## src/rtl/latch_write_arbiter.sv

```systemverilog
// Round-robin arbiter that sequences one write at a time into a shared level-sensitive latch bank.
// Each write runs SETUP -> ENABLE -> HOLD so latch_d is stable around the whole latch_e pulse.
module latch_write_arbiter #(
  parameter int WIDTH        = 4,
  parameter int SETUP_CYCLES = 1,
  parameter int EN_CYCLES    = 2,
  parameter int HOLD_CYCLES  = 1
) (
  input  logic             clk,
  input  logic             rst_n,
  input  logic             req0,
  input  logic             req1,
  input  logic [WIDTH-1:0] data0,
  input  logic [WIDTH-1:0] data1,
  output logic             gnt0,
  output logic             gnt1,
  output logic             done0,
  output logic             done1,
  output logic [WIDTH-1:0] latch_d,
  output logic             latch_e,
  output logic             busy
);

  typedef enum logic [1:0] {IDLE, SETUP, ENABLE, HOLD} state_t;

  // Counter holds (phase length - 1) and counts down to zero.
  localparam logic [3:0] SETUP_LD = 4'(SETUP_CYCLES - 1);
  localparam logic [3:0] EN_LD    = 4'(EN_CYCLES - 1);
  localparam logic [3:0] HOLD_LD  = 4'(HOLD_CYCLES - 1);

  state_t     state;
  logic [3:0] cnt;
  logic       owner;
  logic       last;
  logic       win;

  // last=1 means requester 1 was served most recently, so requester 0 wins a tie.
  always_comb begin
    win = req1;
    if (req0 && req1) win = ~last;
  end

  always_ff @(posedge clk) begin
    if (!rst_n) begin
      state   <= IDLE;
      cnt     <= '0;
      owner   <= 1'b0;
      last    <= 1'b1;
      gnt0    <= 1'b0;
      gnt1    <= 1'b0;
      done0   <= 1'b0;
      done1   <= 1'b0;
      latch_d <= '0;
      latch_e <= 1'b0;
      busy    <= 1'b0;
    end else begin
      gnt0  <= 1'b0;
      gnt1  <= 1'b0;
      done0 <= 1'b0;
      done1 <= 1'b0;
      case (state)
        IDLE: begin
          if (req0 || req1) begin
            state   <= SETUP;
            cnt     <= SETUP_LD;
            owner   <= win;
            last    <= win;
            gnt0    <= ~win;
            gnt1    <= win;
            latch_d <= win ? data1 : data0;
            busy    <= 1'b1;
          end
        end
        SETUP: begin
          if (cnt == 4'd0) begin
            state   <= ENABLE;
            cnt     <= EN_LD;
            latch_e <= 1'b1;
          end else begin
            cnt <= cnt - 4'd1;
          end
        end
        ENABLE: begin
          if (cnt == 4'd0) begin
            state   <= HOLD;
            cnt     <= HOLD_LD;
            latch_e <= 1'b0;
          end else begin
            cnt <= cnt - 4'd1;
          end
        end
        HOLD: begin
          if (cnt == 4'd0) begin
            state <= IDLE;
            cnt   <= '0;
            busy  <= 1'b0;
            done0 <= ~owner;
            done1 <= owner;
          end else begin
            cnt <= cnt - 4'd1;
          end
        end
        default: begin
          state   <= IDLE;
          cnt     <= '0;
          latch_e <= 1'b0;
          busy    <= 1'b0;
        end
      endcase
    end
  end

endmodule

```

## config.mk

```make
export PLATFORM = sky130hd
export DESIGN_NAME = latch_write_arbiter
export DESIGN_NICKNAME = d
export VERILOG_FILES = /design/src/rtl/latch_write_arbiter.sv
export SDC_FILE = /design/constraint.sdc
export NUM_CORES = 1
export LEC_CHECK = 0
export ABC_AREA = 1
export BUFFER_PORTS_ARGS = -buffer_cell sky130_fd_sc_hd__buf_2
export CAP_MARGIN = 0
export CELL_PAD_IN_SITES_DETAIL_PLACEMENT = 1
export CELL_PAD_IN_SITES_GLOBAL_PLACEMENT = 2
export CORE_ASPECT_RATIO = 1.75
export CORE_UTILIZATION = 30
export CTS_CLUSTER_SIZE = 10
export DETAILED_ROUTE_END_ITERATION = 16
export PLACE_DENSITY = 0.76
export SYNTH_ARGS = -nofsm -noshare
export SYNTH_HDL_FRONTEND = slang
export SYNTH_SLANG_ARGS = --single-unit
```

## constraint.sdc

```tcl
create_clock -name clk -period 2.6 [get_ports clk]
set_clock_uncertainty 0.15 [all_clocks]
set_input_delay 0.52 -clock clk [delete_from_list [all_inputs] [get_ports clk]]
set_output_delay 0.52 -clock clk [all_outputs]
set_load 0.02 [all_outputs]
```

Word level (Yosys, flattened, before mapping) --
Index checks and enable logic that the tools add are counted.
Storage, ports and cells: register bits after elaboration 18, latch bits 0, memory bits (writable) 0, ROM bits 0, input bits 12, output and inout port bits 10, logic and storage cells 51, memories 0
Operators by class: add/subtract/negate cells 1, multiply operators 0, div/mod/pow operators 0, magnitude comparators 0, equality and inequality tests 7, shift-type cells 0, multiplexer cells 16, bitwise operators 3, reduce and logical (&&, ||, !) cells 13
Operators with widths (number):
- 2-to-1 mux 4 bit | 4
- one-hot mux 4 bit (3 select lines) | 1
- AND reduction 3 bit | 4
- 2-to-1 mux 2 bit | 4
- inequality test 2 bit, second input constant | 4
- one-hot mux 2 bit (4 select lines) | 1
- equality test 2 bit, second input constant | 2
- logical NOT 4 bit | 1
- 2-to-1 mux 1 bit | 4
- one-hot mux 1 bit (2 select lines) | 2
- AND reduction 4 bit | 1
- nonzero test 2 bit | 2
- subtractor 4 x 1 -> 4 bit, second input constant | 1
- inverter 1 bit | 3
- equality test 2 x 1 -> 1 bit, second input constant | 1
- logical NOT 2 bit | 1
- AND reduction 2 bit | 1
- OR reduction 2 bit | 1
- logical AND 1 bit | 1
- logical OR 1 bit | 1

Depth between registers and ports, before layout --
depth in word-level cells 3, gate-level depth with buffers 9, mapped depth without buffers 9

Worst setup path after synthesis --
OpenSTA, ideal clock, no wires.
path kind reg2reg, start point register state[0], end point register state[0], library setup time 0.117 ns, arrival time 1.102 ns, data required time 2.333 ns, slack 1.231 ns, cell stages (with the launch flop) 9, buffers on the path 0, period minus slack after synthesis 1.369 ns, cells stage by stage dfxtp_1 inv_1 ha_1 inv_1 nand3_1 nand2_4 inv_1 nor3_1 nor2_1
On the way: cells in the longest elaborated chain, start to end 3, elaborated cells between the ends (all ways) 10, classes of those cells eq/ne (7); mux (1); reduce/logical (2)
RTL lines:
- from (decl) | RTL line 31 | state_t state;
- from (signal assigned) | RTL line 45 | state <= IDLE;
- from (signal assigned) | RTL line 64 | state <= SETUP;
- from (signal assigned) | RTL line 76 | state <= ENABLE;
- equality test 2 bit (tied with other cells) | RTL line 61 | case (state)
- inequality test 2 bit (no line)
- AND reduction 4 bit (no line)
Several ways; a longest one is shown, not always the timed one. A chain may end at the register's enable or synchronous reset.

Final worst setup path --
Same ends and word-level chain as after synthesis.

==> reports/results.tsv <==
stage	metric	value	unit
clock_tree	number of sinks driven by the clock tree	18	
setup_path	class of the most critical setup path	reg2reg	
setup_path	critical path required time	2.60	ns
global_route	wire length of the first global-routing pass	3891	um
routing	average wire length per cell after detail routing	13.47	um
die	floorplan die height	74.34	um
layout	fraction of final layout cells sized beyond drive strength 1	24.65	%
routing	total number of vias	832	
setup_path	cell depth of the worst flop-to-flop path	8	
die	width of the die	43.34	um
power_and_ir_drop	total power after layout	1125	uW
min_path	worst hold stages	2	
synth	Gate Count Post-Synth	118	
die	Die Area	0.003222	mm^2
layout	layout filler cell count	360	
routing	Vias per Instance	4.923	
die	floorplan core area	0.002784	mm^2
global_route	number of global-route vias before repair	854	
placed_design	PortBufs	21	
timing	Final Hold Fails	0	
die	initial cell density of the core	32.22	%
timing	setup TNS after final layout	0	ns
setup_path	cell chain of the critical path	inv_1 -> ha_1 -> inv_1 -> nand3_1 -> nand2_4 -> inv_1 -> nor3_1 -> nor2_1	
synth	count of synthesis-stage warnings from yosys	0	
clock_tree	number of setup buffers added after CTS	0	
power_and_ir_drop	sequential fraction of design power	34.7	%
setup_path	startpoint of the most critical setup path	state[0]$_SDFFE_PN0P_	
timing	max-slew violations	0	
min_path	Hold Crit Endpoint	done1$_SDFF_PN0_	
setup_path	Crit Reg-Reg Startpoint	state[0]$_SDFFE_PN0P_	
clock_tree	insertion delay of the later-clocked pin in the worst-skew pair	0.26	ns
setup_path	dominant cell type by count on the critical path	sky130_fd_sc_hd__inv_1	
power_and_ir_drop	relative contribution of combinational cells to total power	44.6	%
layout	layout overhead on the synthesized area	20.36	%
clock_tree	number of instances resized during post-cts repair	0	
global_route	remaining global-route overflow	0	
synth	Syn Std Cell Area	897.1	um^2
synth	Synth Net Count	137	
placed_design	weighted congestion reported at the end of routability-driven placement	0.7337	
routing	number of nets with antenna violations after detailed routing	0	
setup_path	Worst setup SP type	flip-flop	
flow_run	Max-Cap Viols	0	
power_and_ir_drop	Net Sw Power	469.4	uW
clock_tree	cts-stage hold buffer count	0	
layout	Final Net Count	162	
synth	#FFs+latches synth	18	
routing	overall routed net length	2276	um
synth	Netlist cell types	20	
power_and_ir_drop	Cell Int Power	656.0	uW
synth	sequential cell area fraction in the yosys report	40.17	%
setup_path	largest stage delay on the critical path	0.37	ns
timing	final-report setup violation count	0	
setup_path	internal reg-to-reg setup slack	1.07	ns
power_and_ir_drop	worst vdd ir	0.3590	mV
timing	minimum period implied by the final worst setup slack	1.530	ns
layout	register area	360.3	um^2
die	number of I/O pins	22	
power_and_ir_drop	fraction of power spent switching nets	41.71	%
routing	1st-pass router iterations	3	
routing	Iteration-0 DRC Markers	7	
timing	Slew @ Worst Pin	0.2743	ns
clock_tree	Bufs on Longest Clock Path	2	
die	# rows	25	
min_path	class of the tightest hold or removal check	reg2reg	
timing	fraction of the cycle the final worst path needs	58.83	%
setup_path	data arrival time at the worst-slack endpoint	1.53	ns
clock_tree	post-CTS clock slew at the launch and capture registers of the worst setup and hold paths	0.07	ns
setup_path	capturing element type of the critical path	flip-flop	
timing	unrepaired setup endpoints after global routing	false	
timing	Max Clk Rate	653.7	MHz
timing	relative slew slack	81.69	%
placed_design	half-perimeter wire length of the detailed placement result	1886	um
clock_tree	number of CTS-inserted buffers	3	
power_and_ir_drop	leak pwr	0.0005560	uW
power_and_ir_drop	cell area power density	1042	mW/mm^2
clock_tree	root buffer selected by CTS	sky130_fd_sc_hd__clkbuf_8	
global_route	combined global-route utilization of all metal layers	16.72	%
routing	DRC violation count after routing	0	
global_route	antenna violations before repair	0	
global_route	largest net degree at the start of global routing	11	
min_path	hold path start	owner$_SDFFE_PN0P_	
clock_tree	H-tree depth reported by CTS	1	
power_and_ir_drop	clock group share of total power	20.8	%
setup_path	maximum net fanout on the critical path	5	
layout	antenna diode instance count	0	
setup_path	worst flop-to-flop path endpoint	state[0]$_SDFFE_PN0P_	
setup_path	critical-path cell with the highest stage delay	sky130_fd_sc_hd__dfxtp_1	
clock_tree	CTS tree	built	
layout	multi-input logic area	465.4	um^2
synth	Syn Area/Cell	7.603	um^2
status	result of the run	completed	
[registers in the layout, indices dropped and copies added (netlist names)]
signal	flops
cnt	4
latch_d	4
state	2
busy	1
done0	1
done1	1
gnt0	1
gnt1	1
last	1
latch_e	1
owner	1
[placed cells by master, fill, tap and decap left out, types with 5 or more instances in the layout]
cell,netlist,routed
sky130_fd_sc_hd__nor3_1,5,5
sky130_fd_sc_hd__nor2_1,7,7
sky130_fd_sc_hd__o21ai_0,5,5
sky130_fd_sc_hd__ha_1,7,7
sky130_fd_sc_hd__a21oi_1,7,7
sky130_fd_sc_hd__dfxtp_1,18,18
sky130_fd_sc_hd__inv_1,14,14
sky130_fd_sc_hd__buf_2,0,21
sky130_fd_sc_hd__nand2_1,32,32
[critical path: cells and delay by family, from the launching register on]
| kind | cells | cell delay [ns] |
|---|---|---|
| adder cells (fa/ha/maj) | 1 | 0.23 |
| buffers and inverters | 3 | 0.27 |
| flip-flops | 1 | 0.37 |
| AND/OR/NAND/NOR | 4 | 0.41 |
[logic make-up (layout without fill, tap and decap cells)]
| group | count (synthesis) | after routing | synth area share (%) |
|---|---|---|---|
| buf+inv | 17 | 41 | 7.950 |
| flops | 18 | 18 | 40.17 |
| compound gates | 18 | 18 | 11.44 |
| fa+ha+maj | 7 | 7 | 9.762 |
| simple gates | 58 | 58 | 30.69 |
[metrics by stage]
stage                     instance area [um^2]  instances  util (%)  hold WS, ns  worst slack (ns)
final                                     1080        169     38.79       0.3031             1.070
after detailed placement                  1025        165     36.81       0.2969             1.015
after global routing                      1080        169     38.79       0.3384            0.9038
after global placement                    1025        165     36.81       0.2823             1.030
after CTS                                 1080        169     38.79       0.3079             1.048
after floorplan                          897.1        118         -       0.2632             1.231
[cell type report]
| cell class | instances | area share (%) |
|---|---|---|
| Multi-Input combinational cell | 83 | 43.11 |
| Sequential cell | 18 | 33.37 |
| Timing Repair Buffer | 21 | 9.733 |
| Inverter | 16 | 5.562 |
| Clock buffer | 4 | 5.098 |
| Tap cell | 27 | 3.129 |
[per-layer routing]
metal	vias up	global-route usage, %	part of all wire (%)
met5	-	0	0
met4	0	10.07	3.6
met3	6	2.184	2.6
met2	20	32.32	57
met1	382	16.20	36
li1	424	-	-
[synthesized netlist by cell type]
cell type / n / area share [%]
sky130_fd_sc_hd__a21oi_1: 7 / 3.9
sky130_fd_sc_hd__a31oi_1: 4 / 2.8
sky130_fd_sc_hd__buf_6: 1 / 1.3
sky130_fd_sc_hd__dfxtp_1: 18 / 40
sky130_fd_sc_hd__ha_1: 7 / 9.8
sky130_fd_sc_hd__inv_1: 14 / 5.9
sky130_fd_sc_hd__inv_2: 2 / 0.84
sky130_fd_sc_hd__nand2_1: 32 / 13
sky130_fd_sc_hd__nand2_2: 3 / 2.1
sky130_fd_sc_hd__nand2_4: 2 / 2.5
sky130_fd_sc_hd__nand3_1: 4 / 2.2
sky130_fd_sc_hd__nand3b_1: 1 / 0.84
sky130_fd_sc_hd__nand4_1: 1 / 0.70
sky130_fd_sc_hd__nor2_1: 7 / 2.9
sky130_fd_sc_hd__nor2_2: 1 / 0.70
sky130_fd_sc_hd__nor2_4: 2 / 2.5
sky130_fd_sc_hd__nor3_1: 5 / 2.8
sky130_fd_sc_hd__o211a_1: 1 / 1.1
sky130_fd_sc_hd__o21ai_0: 5 / 2.8
sky130_fd_sc_hd__o21bai_1: 1 / 0.84
[power groups by stage]
stage               Combinational, uW  Clock, uW  Sequential [uW]
floorplan                         327          0              437
detailed placement                512          0              398
global route                      572        253              403
global placement                  501          0              396
CTS                               515        240              393
finish                            501        234              390
[worst max-delay path by stage]
stage	endpoint	slack, ns	cells after the start
floorplan	state[0]$_SDFFE_PN0P_	1.23	8
global placement	owner$_SDFFE_PN0P_	1.03	6
detailed placement	owner$_SDFFE_PN0P_	1.01	6
CTS	state[0]$_SDFFE_PN0P_	1.05	8
global route	state[0]$_SDFFE_PN0P_	0.90	8
finish	state[0]$_SDFFE_PN0P_	1.07	8
Note: power is estimated with default switching activity, not from simulation.
